### config.mk
export PLATFORM = sky130hd
export DESIGN_NAME = secded_ecc_pipe
export DESIGN_NICKNAME = d
export VERILOG_FILES = /design/src/rtl/secded_ecc_pipe.sv
export SDC_FILE = /design/constraint.sdc
export NUM_CORES = 1
export LEC_CHECK = 0
export BUFFER_PORTS_ARGS = -buffer_cell sky130_fd_sc_hd__buf_2
export CORE_ASPECT_RATIO = 1.5
export CORE_MARGIN = 8
export CORE_UTILIZATION = 50
export DETAILED_ROUTE_END_ITERATION = 12
export PLACE_DENSITY = 0.74
export SYNTH_ARGS = -nofsm -noshare
export SYNTH_HDL_FRONTEND = slang
export SYNTH_SLANG_ARGS = --single-unit
### constraint.sdc
create_clock -name clk -period 1.8 [get_ports clk]
set_input_delay 0.36 -clock clk [delete_from_list [all_inputs] [get_ports clk]]
set_output_delay 0.36 -clock clk [all_outputs]
set_load 0.01 [all_outputs]
### src/rtl/secded_ecc_pipe.sv
// rtl/secded_ecc_pipe.sv - 2-stage pipelined extended-Hamming SECDED encoder/decoder
// Per-transaction encode/decode, valid/ready on both sides, saturating error counters.
module secded_ecc_pipe #(
  parameter int  DATA_WIDTH = 8,
  parameter int  CNT_WIDTH  = 16,
  localparam int P  = (DATA_WIDTH <= 4)  ? 3 :
                      (DATA_WIDTH <= 11) ? 4 :
                      (DATA_WIDTH <= 26) ? 5 :
                      (DATA_WIDTH <= 57) ? 6 : 7,
  localparam int CW = DATA_WIDTH + P + 1
) (
  input  logic                  clk,
  input  logic                  rst,
  input  logic                  in_valid,
  output logic                  in_ready,
  input  logic                  in_mode,
  input  logic [DATA_WIDTH-1:0] in_data,
  input  logic [CW-1:0]         in_codeword,
  output logic                  out_valid,
  input  logic                  out_ready,
  output logic                  out_mode,
  output logic [DATA_WIDTH-1:0] out_data,
  output logic [CW-1:0]         out_codeword,
  output logic [P-1:0]          out_syndrome,
  output logic                  err_corr,
  output logic                  err_uncorr,
  input  logic                  cnt_clear,
  output logic [CNT_WIDTH-1:0]  corr_count,
  output logic [CNT_WIDTH-1:0]  uncorr_count
);

  // XOR of the Hamming positions of every set bit; zero for a clean codeword.
  function automatic logic [P-1:0] syn_of(input logic [CW-1:0] cw);
    logic [P-1:0] s;
    s = '0;
    for (int pos = 1; pos < CW; pos++) begin
      if (cw[pos-1]) s = s ^ P'(pos);
    end
    return s;
  endfunction

  function automatic logic [CW-1:0] encode(input logic [DATA_WIDTH-1:0] d);
    logic [CW-1:0] cw;
    logic [P-1:0]  s;
    int            k;
    cw = '0;
    k  = 0;
    for (int pos = 1; pos < CW; pos++) begin
      if ((pos & (pos - 1)) != 0) begin
        cw[pos-1] = d[k];
        k++;
      end
    end
    // With parity slots still zero, the syndrome equals the required parity bits.
    s = syn_of(cw);
    for (int j = 0; j < P; j++) cw[(1 << j) - 1] = s[j];
    cw[CW-1] = ^cw[CW-2:0];
    return cw;
  endfunction

  function automatic logic [DATA_WIDTH-1:0] extract(input logic [CW-1:0] cw);
    logic [DATA_WIDTH-1:0] d;
    int                    k;
    d = '0;
    k = 0;
    for (int pos = 1; pos < CW; pos++) begin
      if ((pos & (pos - 1)) != 0) begin
        d[k] = cw[pos-1];
        k++;
      end
    end
    return d;
  endfunction

  logic                  s1_valid_q, s1_mode_q, s1_ovp_q;
  logic [DATA_WIDTH-1:0] s1_data_q;
  logic [CW-1:0]         s1_cw_q;
  logic [P-1:0]          s1_syn_q, s1_syn_d;
  logic                  s1_ovp_d;

  logic                  s2_valid_q, s2_mode_q, s2_corr_q, s2_uncorr_q;
  logic [DATA_WIDTH-1:0] s2_data_q, s2_data_d;
  logic [CW-1:0]         s2_cw_q, s2_cw_d;
  logic [P-1:0]          s2_syn_q, s2_syn_d;
  logic                  s2_corr_d, s2_uncorr_d;

  logic [CNT_WIDTH-1:0]  corr_cnt_q, corr_cnt_d, uncorr_cnt_q, uncorr_cnt_d;
  logic                  advance, out_hs;

  assign advance  = !s2_valid_q || out_ready;
  assign in_ready = advance;
  assign out_hs   = s2_valid_q && out_ready;

  assign s1_syn_d = in_mode ? syn_of(in_codeword) : '0;
  assign s1_ovp_d = in_mode & (^in_codeword);

  always_comb begin
    s2_cw_d     = s1_cw_q;
    s2_syn_d    = s1_syn_q;
    s2_corr_d   = 1'b0;
    s2_uncorr_d = 1'b0;
    if (!s1_mode_q) begin
      s2_cw_d  = encode(s1_data_q);
      s2_syn_d = '0;
    end else if (s1_syn_q == '0) begin
      if (s1_ovp_q) begin
        s2_cw_d[CW-1] = ~s1_cw_q[CW-1];
        s2_corr_d     = 1'b1;
      end
    end else if (s1_ovp_q && (int'(s1_syn_q) <= CW - 1)) begin
      for (int i = 0; i < CW - 1; i++) begin
        if (s1_syn_q == P'(i + 1)) s2_cw_d[i] = ~s1_cw_q[i];
      end
      s2_corr_d = 1'b1;
    end else begin
      // Double error, or a syndrome pointing past the codeword: pass raw through.
      s2_uncorr_d = 1'b1;
    end
    s2_data_d = s1_mode_q ? extract(s2_cw_d) : s1_data_q;
  end

  always_ff @(posedge clk) begin
    if (rst) begin
      s1_valid_q  <= 1'b0;
      s1_mode_q   <= 1'b0;
      s1_data_q   <= '0;
      s1_cw_q     <= '0;
      s1_syn_q    <= '0;
      s1_ovp_q    <= 1'b0;
      s2_valid_q  <= 1'b0;
      s2_mode_q   <= 1'b0;
      s2_data_q   <= '0;
      s2_cw_q     <= '0;
      s2_syn_q    <= '0;
      s2_corr_q   <= 1'b0;
      s2_uncorr_q <= 1'b0;
    end else if (advance) begin
      s1_valid_q  <= in_valid;
      s1_mode_q   <= in_mode;
      s1_data_q   <= in_data;
      s1_cw_q     <= in_codeword;
      s1_syn_q    <= s1_syn_d;
      s1_ovp_q    <= s1_ovp_d;
      s2_valid_q  <= s1_valid_q;
      s2_mode_q   <= s1_mode_q;
      s2_data_q   <= s2_data_d;
      s2_cw_q     <= s2_cw_d;
      s2_syn_q    <= s2_syn_d;
      s2_corr_q   <= s2_corr_d;
      s2_uncorr_q <= s2_uncorr_d;
    end
  end

  // Clear wins over a same-cycle increment; counts stick at all-ones.
  always_comb begin
    corr_cnt_d   = corr_cnt_q;
    uncorr_cnt_d = uncorr_cnt_q;
    if (cnt_clear) begin
      corr_cnt_d   = '0;
      uncorr_cnt_d = '0;
    end else begin
      if (out_hs && s2_corr_q && (corr_cnt_q != '1))
        corr_cnt_d = corr_cnt_q + CNT_WIDTH'(1);
      if (out_hs && s2_uncorr_q && (uncorr_cnt_q != '1))
        uncorr_cnt_d = uncorr_cnt_q + CNT_WIDTH'(1);
    end
  end

  always_ff @(posedge clk) begin
    if (rst) begin
      corr_cnt_q   <= '0;
      uncorr_cnt_q <= '0;
    end else begin
      corr_cnt_q   <= corr_cnt_d;
      uncorr_cnt_q <= uncorr_cnt_d;
    end
  end

  assign out_valid    = s2_valid_q;
  assign out_mode     = s2_mode_q;
  assign out_data     = s2_data_q;
  assign out_codeword = s2_cw_q;
  assign out_syndrome = s2_syn_q;
  assign err_corr     = s2_corr_q;
  assign err_uncorr   = s2_uncorr_q;
  assign corr_count   = corr_cnt_q;
  assign uncorr_count = uncorr_cnt_q;

endmodule
==> run metrics <==
Max FO, Critical Path 26; pwr/cell area around 880 mW/mm^2; placed insts 675; Core Box Area 0.00796 sq mm; status finished clean; Most used DFF post-synth dfxtp_1; FMAX 594 MHz; DP HPWL 7950 microns; Worst EP required 1.44 ns; GR Overflow Total 0; Die ar. 0.0114 sq mm; Setup Buffers After CTS 0; Syn Area/Cell 8.21 sq um; via/cell ratio 5.47; post-route ant nets 0; Hold Fails Final Rpt 0; total CTS buffers 9; Critical Path Sink in_ready; CTS sink cnt 81; GP Congestion 0.895; top cell type's share of synthesized area 39.7%; vias in the first global route ~3,700; syn_nets 526; worst vdd ir 0.548 mV; layout cells sized above 1 around a quarter; R2R cell count 5; DRC Markers 0; CP Class flop to output port; Critical Path End Type output port; post-synthesis cell count 497; Slew @ Worst Pin 0.550 ns; mapped cell area between 0.004 and 0.005 sq mm; Max Cap Violations 0; Starting DRT DRC Count 120; CTS H-tree depth 3; post-route setup TNS 0 ns; Finished Layout Cells a little under 700; most frequent cells in the layout buf_2 (88), dfxtp_1 (80), nand2_1 (77); antenna violations before repair 0; Reg clk slew, reported paths around 0.060 ns; Setup violations, final 0; P&R area growth vs syn 21.4%; Synth cell types 55; Root Driver clkbuf_16; row count 40; flops & latches, synth 81; die height 127 microns; Yosys warning count 0; # diodes 0; vias 3,783; total routed wirelength ~11,000 microns; wire per inst 15.4 microns; Final Skew 0.00456 ns; sequential share of the synthesized area 39.7%; Die X 89.8 microns; Final Critical Period 1.68 ns; Worst Hold Class input pin to flop; r2r setup slk 0.13 ns; period utilization 93.5%; reg2reg end uncorr_count[3]$_SDFFE_PP0P_; leading area contributor after synthesis dfxtp_1; EDFF count, synth 0; Clock Path Buffers 2; RSZ-0062 raised after global routing no; worst relative slew slack 63.3%; critical path arrival ~1.3 ns; fillcell total 687; most common cell after layout, fill and taps aside buf_2; Total GRT Usage 18.7%; asr flop ratio synth 0%; Slew Viols, Final 0; final net count 610; I/O Buffers 88; synth top area cells dfxtp_1 (40%), nand2_1 (7.1%), xnor2_1 (6.9%); TritonCTS clock tree yes; Initial Util 51.3%; CP startpoint out_valid$_SDFFE_PP0P_; CP startpoint kind flop; first-pass GRT wire length 17,500 microns; worst skew pair latency 0.33 ns; largest net degree at the start of global routing 61; Pleak 0.00203 uW; reg-to-reg startpoint uncorr_count[12]$_SDFFE_PP0P_; 1st-pass router iterations 4; I/O Pins 89
==> critical path, stage by stage, from the launching register on <==
cell	delay (ns)
dfxtp_2	0.38
nor2b_4	0.20
inv_2	0.07
buf_6	0.17
buf_2	0.15
==> synth_stat cells (4+ instances only) <==
| master | instances |
|---|---|
| dfxtp_1 | 81 |
| nand2_1 | 77 |
| nor2_1 | 50 |
| a21oi_1 | 47 |
| xnor2_1 | 32 |
| xor2_1 | 31 |
| nand3_1 | 22 |
| clkbuf_1 | 19 |
| nand4_1 | 17 |
| o21ai_0 | 16 |
| nor3_1 | 12 |
| or3_1 | 10 |
| a211o_1 | 9 |
| buf_4 | 9 |
| and3_1 | 4 |
| inv_1 | 4 |
==> power breakdown <==
group	total (uW)	internal, uW	switching, uW	leakage (uW)
Sequential	1960	1880	80.7	0.000663
Clock	1770	1080	690	0.000149
Combinational	643	304	339	0.00122
Total	4370	3260	1110	0.00203
==> through the flow <==
stage | utilization [%] | worst slack, ns | cell area (sq um) | hold WS [ns] | power, uW
global route | 62.3 | 0.0158 | 4950 | 0.264 | 4550
floorplan | - | 0.207 | 4080 | 0.432 | 2440
finish | 62.3 | 0.117 | 4950 | 0.266 | 4370
CTS | 62.2 | 0.0126 | 4950 | 0.249 | 4430
detailed placement | 58.4 | 0.109 | 4650 | 0.441 | 2640
global placement | 58.4 | 0.172 | 4650 | 0.439 | 2620
==> flip-flops by register name (all words and copies together) (netlist names) <==
signal,count
corr_count,16
err_corr,1
err_uncorr,1
out_codeword,5
out_data,8
out_mode,1
out_syndrome,4
out_valid,1
s1_cw_q,13
s1_data_q,8
s1_mode_q,1
s1_ovp_q,1
s1_syn_q,4
s1_valid_q,1
uncorr_count,16
==> cell type report <==
class	count	area (sq um)	area share [%]
timing repair buffer	107	612	12.3
inverter	5	18.8	0.379
clock buffer	14	284	5.73
clock inverter	2	10.0	0.202
sequential	81	1620	32.8
multi-input combinational	377	2280	45.9
tap	105	131	2.65
==> routing by layer <==
metal	global-route usage, %	part of all wire [%]
met1	18.9	40
met2	34.4	53
met3	4.84	4.8
met4	9.31	2.5
met5	0	0
==> repair_timing <==
item	in CTS	in global routing
hold endpoints to repair	0	0
resized for setup	2	5
setup endpoints to repair	1	4
cloned	0	0
hold buffers	0	0
==> logic make-up (layout without fill, tap and decap cells) <==
group	after synthesis	in the layout	share of synthesized area (%)
xor gates and xnor gates	66	66	15.2
DFF	81	81	39.7
adders and majority gates	2	2	0.613
and+or+nand+nor	213	213	25.1
muxes	1	1	0.245
AOI/OAI and AO/OA	95	95	14.3
buffers and inverters	39	128	4.87
==> worst min path at each step <==
stage / depth (start not counted) / end / start
6_report: 3 / s1_data_q[6]$_SDFFE_PP0P_ / in_data[6]
2_1_floorplan: 2 / s1_valid_q$_SDFFE_PP0P_ / s1_valid_q$_SDFFE_PP0P_
3_3_place_gp: 2 / out_syndrome[3]$_SDFFE_PP0P_ / out_syndrome[3]$_SDFFE_PP0P_
4_1_cts: 3 / s1_data_q[6]$_SDFFE_PP0P_ / in_data[6]
3_5_place_dp: 2 / out_syndrome[3]$_SDFFE_PP0P_ / out_syndrome[3]$_SDFFE_PP0P_
5_1_grt: 3 / s1_data_q[6]$_SDFFE_PP0P_ / in_data[6]
Note: power is estimated with default switching activity, not from simulation.
